[config.mk]
export PLATFORM = sky130hd
export DESIGN_NAME = board_manager
export DESIGN_NICKNAME = d
export VERILOG_FILES = /design/src/rtl/board_manager.sv
export SDC_FILE = /design/constraint.sdc
export NUM_CORES = 1
export LEC_CHECK = 0
export CAP_MARGIN = 20
export CORE_UTILIZATION = 50
export DETAILED_ROUTE_END_ITERATION = 6
export PLACE_DENSITY = 0.81
export SLEW_MARGIN = 20
export SYNTH_ARGS = -nofsm -noshare
export SYNTH_HDL_FRONTEND = slang
export SYNTH_SLANG_ARGS = --single-unit
[constraint.sdc]
create_clock -name clk -period 5.65 [get_ports clk]
set_clock_uncertainty 0.15 [all_clocks]
set_input_delay 1.13 -clock clk [delete_from_list [all_inputs] [get_ports clk]]
set_output_delay 1.13 -clock clk [all_outputs]
set_load 0.005 [all_outputs]
[src/rtl/board_manager.sv]
// -----------------------------------------------------------------------------
// board_manager
//   Holds the Connect-Four board (ROWS x COLS cells, 2 bits each) and applies
//   gravity-based piece drops, one per clock at most.
//
// Ports
//   clk        : system clock, all state updates on the rising edge
//   rst        : asynchronous, active-low reset; clears board and heights
//   insert_en  : drop request (level sensitive, one drop per high edge)
//   player_id  : 01 = player 1, 10 = player 2 (00/11 ignored)
//   col_sel    : target column 0..COLS-1 (7 is invalid)
//   col_full   : combinational, 1 when col_sel cannot take another piece
//   board      : board[row][col], row 0 = top, 00 empty / 01 P1 / 10 P2
// -----------------------------------------------------------------------------
module board_manager #(
  parameter int ROWS = 6,
  parameter int COLS = 7
) (
  input  logic       clk,
  input  logic       rst,
  input  logic       insert_en,
  input  logic [1:0] player_id,
  input  logic [2:0] col_sel,
  output logic       col_full,
  output logic [1:0] board [0:ROWS-1][0:COLS-1]
);

  localparam logic [2:0] FULL_H   = 3'(ROWS);
  localparam logic [2:0] BOT_ROW  = 3'(ROWS - 1);
  localparam logic [2:0] LAST_COL = 3'(COLS - 1);

  logic [1:0] r_board  [0:ROWS-1][0:COLS-1];
  logic [2:0] r_height [0:COLS-1];

  logic       w_col_ok;
  logic [2:0] w_height_sel;
  logic       w_col_full;
  logic       w_player_ok;
  logic       w_insert;
  logic [2:0] w_row;

  // Height lookup is guarded so an out-of-range column never indexes the
  // height array; such a column is simply reported as full.
  always_comb begin
    w_col_ok     = (col_sel <= LAST_COL);
    w_height_sel = 3'd0;
    if (w_col_ok) begin
      w_height_sel = r_height[col_sel];
    end
    w_col_full   = !w_col_ok || (w_height_sel == FULL_H);
    w_player_ok  = (player_id == 2'b01) || (player_id == 2'b10);
    w_insert     = insert_en && !w_col_full && w_player_ok;
    // Lowest empty row: the bottom row minus the pieces already stacked.
    w_row        = BOT_ROW - w_height_sel;
  end

  always_ff @(posedge clk or negedge rst) begin
    if (!rst) begin
      for (int r = 0; r < ROWS; r++) begin
        for (int c = 0; c < COLS; c++) begin
          r_board[r][c] <= 2'b00;
        end
      end
      for (int c = 0; c < COLS; c++) begin
        r_height[c] <= 3'd0;
      end
    end else if (w_insert) begin
      r_board[w_row][col_sel] <= player_id;
      r_height[col_sel]       <= w_height_sel + 3'd1;
    end
  end

  assign col_full = w_col_full;
  assign board    = r_board;

endmodule

==> results of run 1 <==
-- state kept, by name, summed over array words and instances, names as in the netlist --
register  count
r_height     21
board        84
-- path summary, 6_finish.rpt --
kind | startpoint | endpoint | slack, ns | cells after the start
setup / recovery | col_sel[2] | col_full | 0.49 | 9
hold / removal | board[50] | board[50] | 0.35 | 1
setup reg to reg | r_height[18] | board[82] | 2.52 | 6
hold reg to reg | board[50] | board[50] | 0.35 | 1
max in group asynchronous | rst | board[39] | 3.60 | 2
min in group asynchronous | rst | board[70] | 0.65 | 1
-- Yosys cell counts (2+ instances only) --
master | number | area [sq um]
buf_6 | 3 | 33.78
dfrtp_1 | 105 | 2628
and4_1 | 2 | 17.52
mux2_2 | 40 | 450.4
and2_1 | 6 | 37.54
a31oi_1 | 14 | 87.58
nor3_1 | 4 | 20.02
a21oi_1 | 29 | 145.1
clkbuf_1 | 18 | 67.56
inv_1 | 24 | 90.09
a211o_1 | 2 | 17.52
and3_1 | 8 | 50.05
mux2i_1 | 31 | 310.3
buf_2 | 9 | 45.04
nand4_1 | 21 | 131.4
mux2_1 | 21 | 236.5
nor2_1 | 2 | 7.510
nand2b_1 | 2 | 12.51
nand3_1 | 19 | 95.09
nand2_1 | 4 | 15.01
ha_1 | 2 | 25.02
a211oi_2 | 2 | 25.02
-- per-stage QoR --
step | instances | area [sq um] | worst slack (ns) | util (%)
global placement | 566 | 5702 | 0.6181 | 62.00
floorplan | 387 | 4742 | 1.474 | -
finish | 582 | 5913 | 0.4899 | 64.30
CTS | 582 | 5913 | 0.5357 | 64.30
global route | 582 | 5913 | 0.3314 | 64.30
detailed placement | 566 | 5702 | 0.5416 | 62.00
-- cells in the final DEF (no fill, tap or decap), types with 2 or more instances in the layout --
cell             instances
inv_6                    2
nand2_1                  4
mux2_1                  21
a31oi_1                 14
and2_1                   6
nand3_1                 19
nand4_1                 21
a211oi_2                 2
nor3_1                   4
buf_4                    8
mux2_2                  40
nand2b_1                 2
ha_1                     2
nor2_1                   2
dfrtp_1                105
a21oi_1                 29
and3_1                   8
clkbuf_8                 9
inv_1                   24
clkdlybuf4s50_1         90
mux2i_1                 31
and4_1                   2
a211o_1                  2
-- cells by family (layout without fill, tap and decap cells) --
group	Yosys count	in the layout	synth area share, %
compound gates	52	52	6.702
buf+inv	57	141	5.303
fa+ha+maj	2	2	0.5276
flops	105	105	55.41
mux	94	94	21.98
xor+xnor	1	1	0.1847
simple gates	76	76	9.895
-- routing by layer --
metal	vias to the layer above	track usage, %	routed length, um
met2	123	38.03	5532
li1	1542	-	-
met5	-	0	0
met1	1705	32.11	4801
met3	19	6.887	883
met4	0	6.561	154
-- cell type report --
| type | instances | area share [%] |
|---|---|---|
| Sequential cell | 105 | 44.44 |
| Multi-Input combinational cell | 225 | 31.65 |
| Timing Repair Buffer | 99 | 16.34 |
| Tap cell | 111 | 2.349 |
| Clock buffer | 10 | 2.158 |
| Inverter | 26 | 1.650 |
| Clock inverter | 6 | 1.418 |
-- where the power goes --
part | leakage [nW] | switching, mW | total, mW | internal, mW
Sequential | 1.28 | 0.141 | 1.08 | 0.937
Combinational | 1.47 | 0.326 | 0.693 | 0.367
Clock | 0.106 | 0.277 | 0.493 | 0.216
Total | 2.85 | 0.744 | 2.26 | 1.52
==> flow_summary.yaml, run 1 <==
outcome:
  status: "finished clean"
die:
  rows: 35
  fp.coreArea_sq_um: 9196
  ios: 93
  die_h_um: 99.39
  die_x_um: 99.39
  initial_core_util_pct: 51.56
  die_area_sq_um: 9877
grt:
  antenna_found_initial: 0
  grt_pass1_vias: 3357
  grt_pass1_wl_um: 17870
  overflow: 0
  gr-usage-all-layers_pct: 23.85
  grt_max_degree: 60
clock_network:
  cts-hold-fix-buffers: 0
  insertion_delay_ns: 0.37
  clk_pin_slew_ns: 0.10
  clk_path_buf_depth: 2
  cts.sinks: 105
  numCtsBuffers: 9
  post_cts_resized: 0
  post-cts-setup-buffer-count: 0
  h-tree-depth: 3
  cts_tree: "yes"
  root_buffer: "clkbuf_8"
cells_and_area:
  layout.nets: 476
  fill_cells: 714
  syn2layout_area_growth_pct: 24.70
  register_area_sq_um: 2628
  diodes: 0
  drive_gt1_share_pct: 15.92
  multi_input_area_sq_um: 1872
routing:
  wirelength_um: 11370
  wl_per_cell_um: 19.54
  avgViaCountPerCell: 5.823
  postRouteAntennaNets: 0
  drtPass1Iterations: 5
  drc: 0
  first_iter_violations: 348
  num_vias: 3389
yosys:
  synth_area_sq_um: 4742
  synth_warnings: 0
  postSynthAreaPerCell_sq_um: 12.25
  netlist-cell-type-count: 41
  syn_inst: 387
  synth_seq_cells: 105
  ys.flop_type: "dfrtp_1"
  synth-edff-count: 0
  synth_seq_area_share_pct: 55.41
  synth.net_count: 397
  async_flop_share_pct: 100.0
timing:
  finalCritPeriodShare_pct: 91.33
  fmax_mhz: 193.8
  rsz0062_at_grt: "no"
  slew_viol_final: 0
  setup_viol: 0
  setup_tns_ns: 0
  final_hold_viol_count: 0
  worst_pin_slew_ns: 0.8622
  fin_crit_ns: 5.160
  whs_ns: 0.3505
  slew_headroom_pct: 42.42
power:
  total_power_mw: 2.265
  power_leakage_nw: 2.854
  power-per-cell-area_nw_per_um2: 383.0
  ir_worst_vdd_v: 0.0002105
critical_path:
  cp_top_family: "buffers and inverters"
  crit_path_start_kind: "input pin"
  crit_fanout: 19
  crit_buf_inv: 3
  crit_type: "input pin to output pin"
  cpPeakStageDelay_ns: 0.92
  slowest_stage: "clkdlybuf4s50_1"
  endpoint_kind: "output pin"
  arrival_ns: 3.88
  critPathRequiredTime_ns: 4.37
  critical_path.cell_chain: "clkdlybuf4s50_1 -> mux2i_1 -> a22oi_1 -> nand2_1 -> inv_2 -> ha_1 -> o31ai_4 -> nand2_1 -> clkdlybuf4s50_1"
place:
  hpwl_um: 8088
  gp_congestion: 0.8923
  io_buffers: 92
job:
  cap_violations: 0
min_path:
  worstHoldPathType: "flip-flop to flip-flop"
Note: power is estimated with default switching activity, not from simulation.
==> run 2, diff against run 1 <==
--- a/config.mk
+++ b/config.mk
@@ -6,9 +6,9 @@
 export NUM_CORES = 1
 export LEC_CHECK = 0
 export CAP_MARGIN = 20
-export CORE_UTILIZATION = 50
+export CORE_UTILIZATION = 40
 export DETAILED_ROUTE_END_ITERATION = 6
-export PLACE_DENSITY = 0.81
+export PLACE_DENSITY = 0.67
 export SLEW_MARGIN = 20
 export SYNTH_ARGS = -nofsm -noshare
 export SYNTH_HDL_FRONTEND = slang
==> run 2 against run 1 <==
- flip-flop and latch count is the same
- core utilization is 12 points lower
- critical path depth is 1 higher
- non-clock buffer count grew 1
- register-to-register slack got worse by 0.08 ns
- critical path type unchanged
- critical endpoint unchanged
- largest cell class unchanged
- largest power group unchanged
==> flow_summary.yaml, run 2 (synthesis gave the netlist of run 1 again) <==
timing:
  fin_crit_ns: 5.101
  finalCritPeriodShare_pct: 90.28
  setup_viol: 0
  setup_tns_ns: 0
  final_hold_viol_count: 0
  whs_ns: 0.3459
  worst_pin_slew_ns: 0.9282
  setup_slack_ns: 0.5494
  slew_headroom_pct: 38.01
  fmax_mhz: 196.1
  slew_viol_final: 0
  rsz0062_at_grt: "no"
critical_path:
  reg2reg_to: "board[82]"
  crit_path_start_kind: "input pin"
  crit_type: "input pin to output pin"
  critPathCapture: "col_full"
  rr_worst_depth: 6
  r2r-start: "r_height[18]"
  critPathRequiredTime_ns: 4.37
  endpoint_kind: "output pin"
  arrival_ns: 3.82
  ff2ff_setup_slack_ns: 2.44
  crit_start: "col_sel[2]"
  crit_fanout: 16
min_path:
  worstHoldPathType: "flip-flop to flip-flop"
die:
  ios: 93
  die_x_um: 110.9
  rows: 39
  die_h_um: 110.9
  die_area_sq_um: 12290
  fp.coreArea_sq_um: 11470
  initial_core_util_pct: 41.35
clock_network:
  clk_pin_slew_ns: 0.06
  cts-hold-fix-buffers: 0
  clk_path_buf_depth: 2
  post-cts-setup-buffer-count: 0
  cts.sinks: 105
  cts_tree: "yes"
  h-tree-depth: 3
  insertion_delay_ns: 0.34
  post_cts_resized: 0
  root_buffer: "clkbuf_16"
  numCtsBuffers: 9
place:
  gp_congestion: 0.8543
  io_buffers: 92
  hpwl_um: 8052
  dp_slack_ns: 0.5721
power:
  total_power_mw: 2.349
  power_leakage_nw: 2.889
  ir_worst_vdd_v: 0.0001689
  power-per-cell-area_nw_per_um2: 390.0
cells_and_area:
  final_util_pct: 52.53
  fill_cells: 972
  syn2layout_area_growth_pct: 27.02
  multi_input_area_sq_um: 1872
  layout_common_cells: "105 x dfrtp_1, 90 x clkdlybuf4s50_1, 40 x mux2_2"
  largest_register_ffs: 84
  diodes: 0
  register_area_sq_um: 2628
  drive_gt1_share_pct: 15.71
  layout.nets: 477
  final_common_cell: "dfrtp_1"
routing:
  num_vias: 3332
  postRouteAntennaNets: 0
  wirelength_um: 11430
  wl_per_cell_um: 18.61
  drc: 0
  first_iter_violations: 184
  drtPass1Iterations: 4
  avgViaCountPerCell: 5.427
grt:
  grt_pass1_vias: 3343
  grt_pass1_wl_um: 18420
  overflow: 0
  gr-usage-all-layers_pct: 19.35
  antenna_found_initial: 0
  grt_max_degree: 66
outcome:
  status: "finished clean"
job:
  cap_violations: 0
==> run 2: through the flow <==
step           instances  area, sq um
6_report             614         6023
5_1_grt              614         6023
4_1_cts              614         6023
3_5_place_dp         599         5749
3_3_place_gp         599         5749
2_1_floorplan        387         4742
==> run 2: report_power, final <==
part | internal, mW | total (mW) | switching [mW]
registers | 0.939 | 1.08 | 0.138
logic | 0.367 | 0.692 | 0.325
clock network | 0.321 | 0.579 | 0.258
==> run 2: layout make-up <==
type,instances,share of cell area (%)
clock buffer,13,4.321
clock inverter,2,0.2285
inverter,26,1.620
multi-input combinational,225,31.08
sequential,105,43.62
tap,143,2.971
timing repair buffer,100,16.16
==> run 2: worst min-delay path by stage <==
stage	slack, ns	endpoint	startpoint	cells after the start
floorplan	0.33	board[36]	board[36]	1
global route	0.36	board[82]	board[82]	1
CTS	0.35	board[54]	board[54]	1
detailed placement	0.33	board[28]	board[28]	1
global placement	0.32	board[36]	board[36]	1
finish	0.35	board[82]	board[82]	1
==> run 2: metal layers <==
layer / vias to the layer above / global-route usage [%] / wire, um
met5: - / 0 / 0
met4: 0 / 5.956 / 142
met3: 12 / 5.796 / 732
met2: 93 / 30.02 / 5408
met1: 1673 / 26.11 / 5143
li1: 1554 / - / -
==> run 2: worst max-delay path: stages <==
cell and delay [ns]:
clkdlybuf4s50_1 0.67, buf_4 0.33, nand3b_1 0.17, o211ai_1 0.16, nand2_1 0.13, inv_2 0.22
ha_1 0.32, o31ai_4 0.11, nand2_1 0.07, clkdlybuf4s50_1 0.49
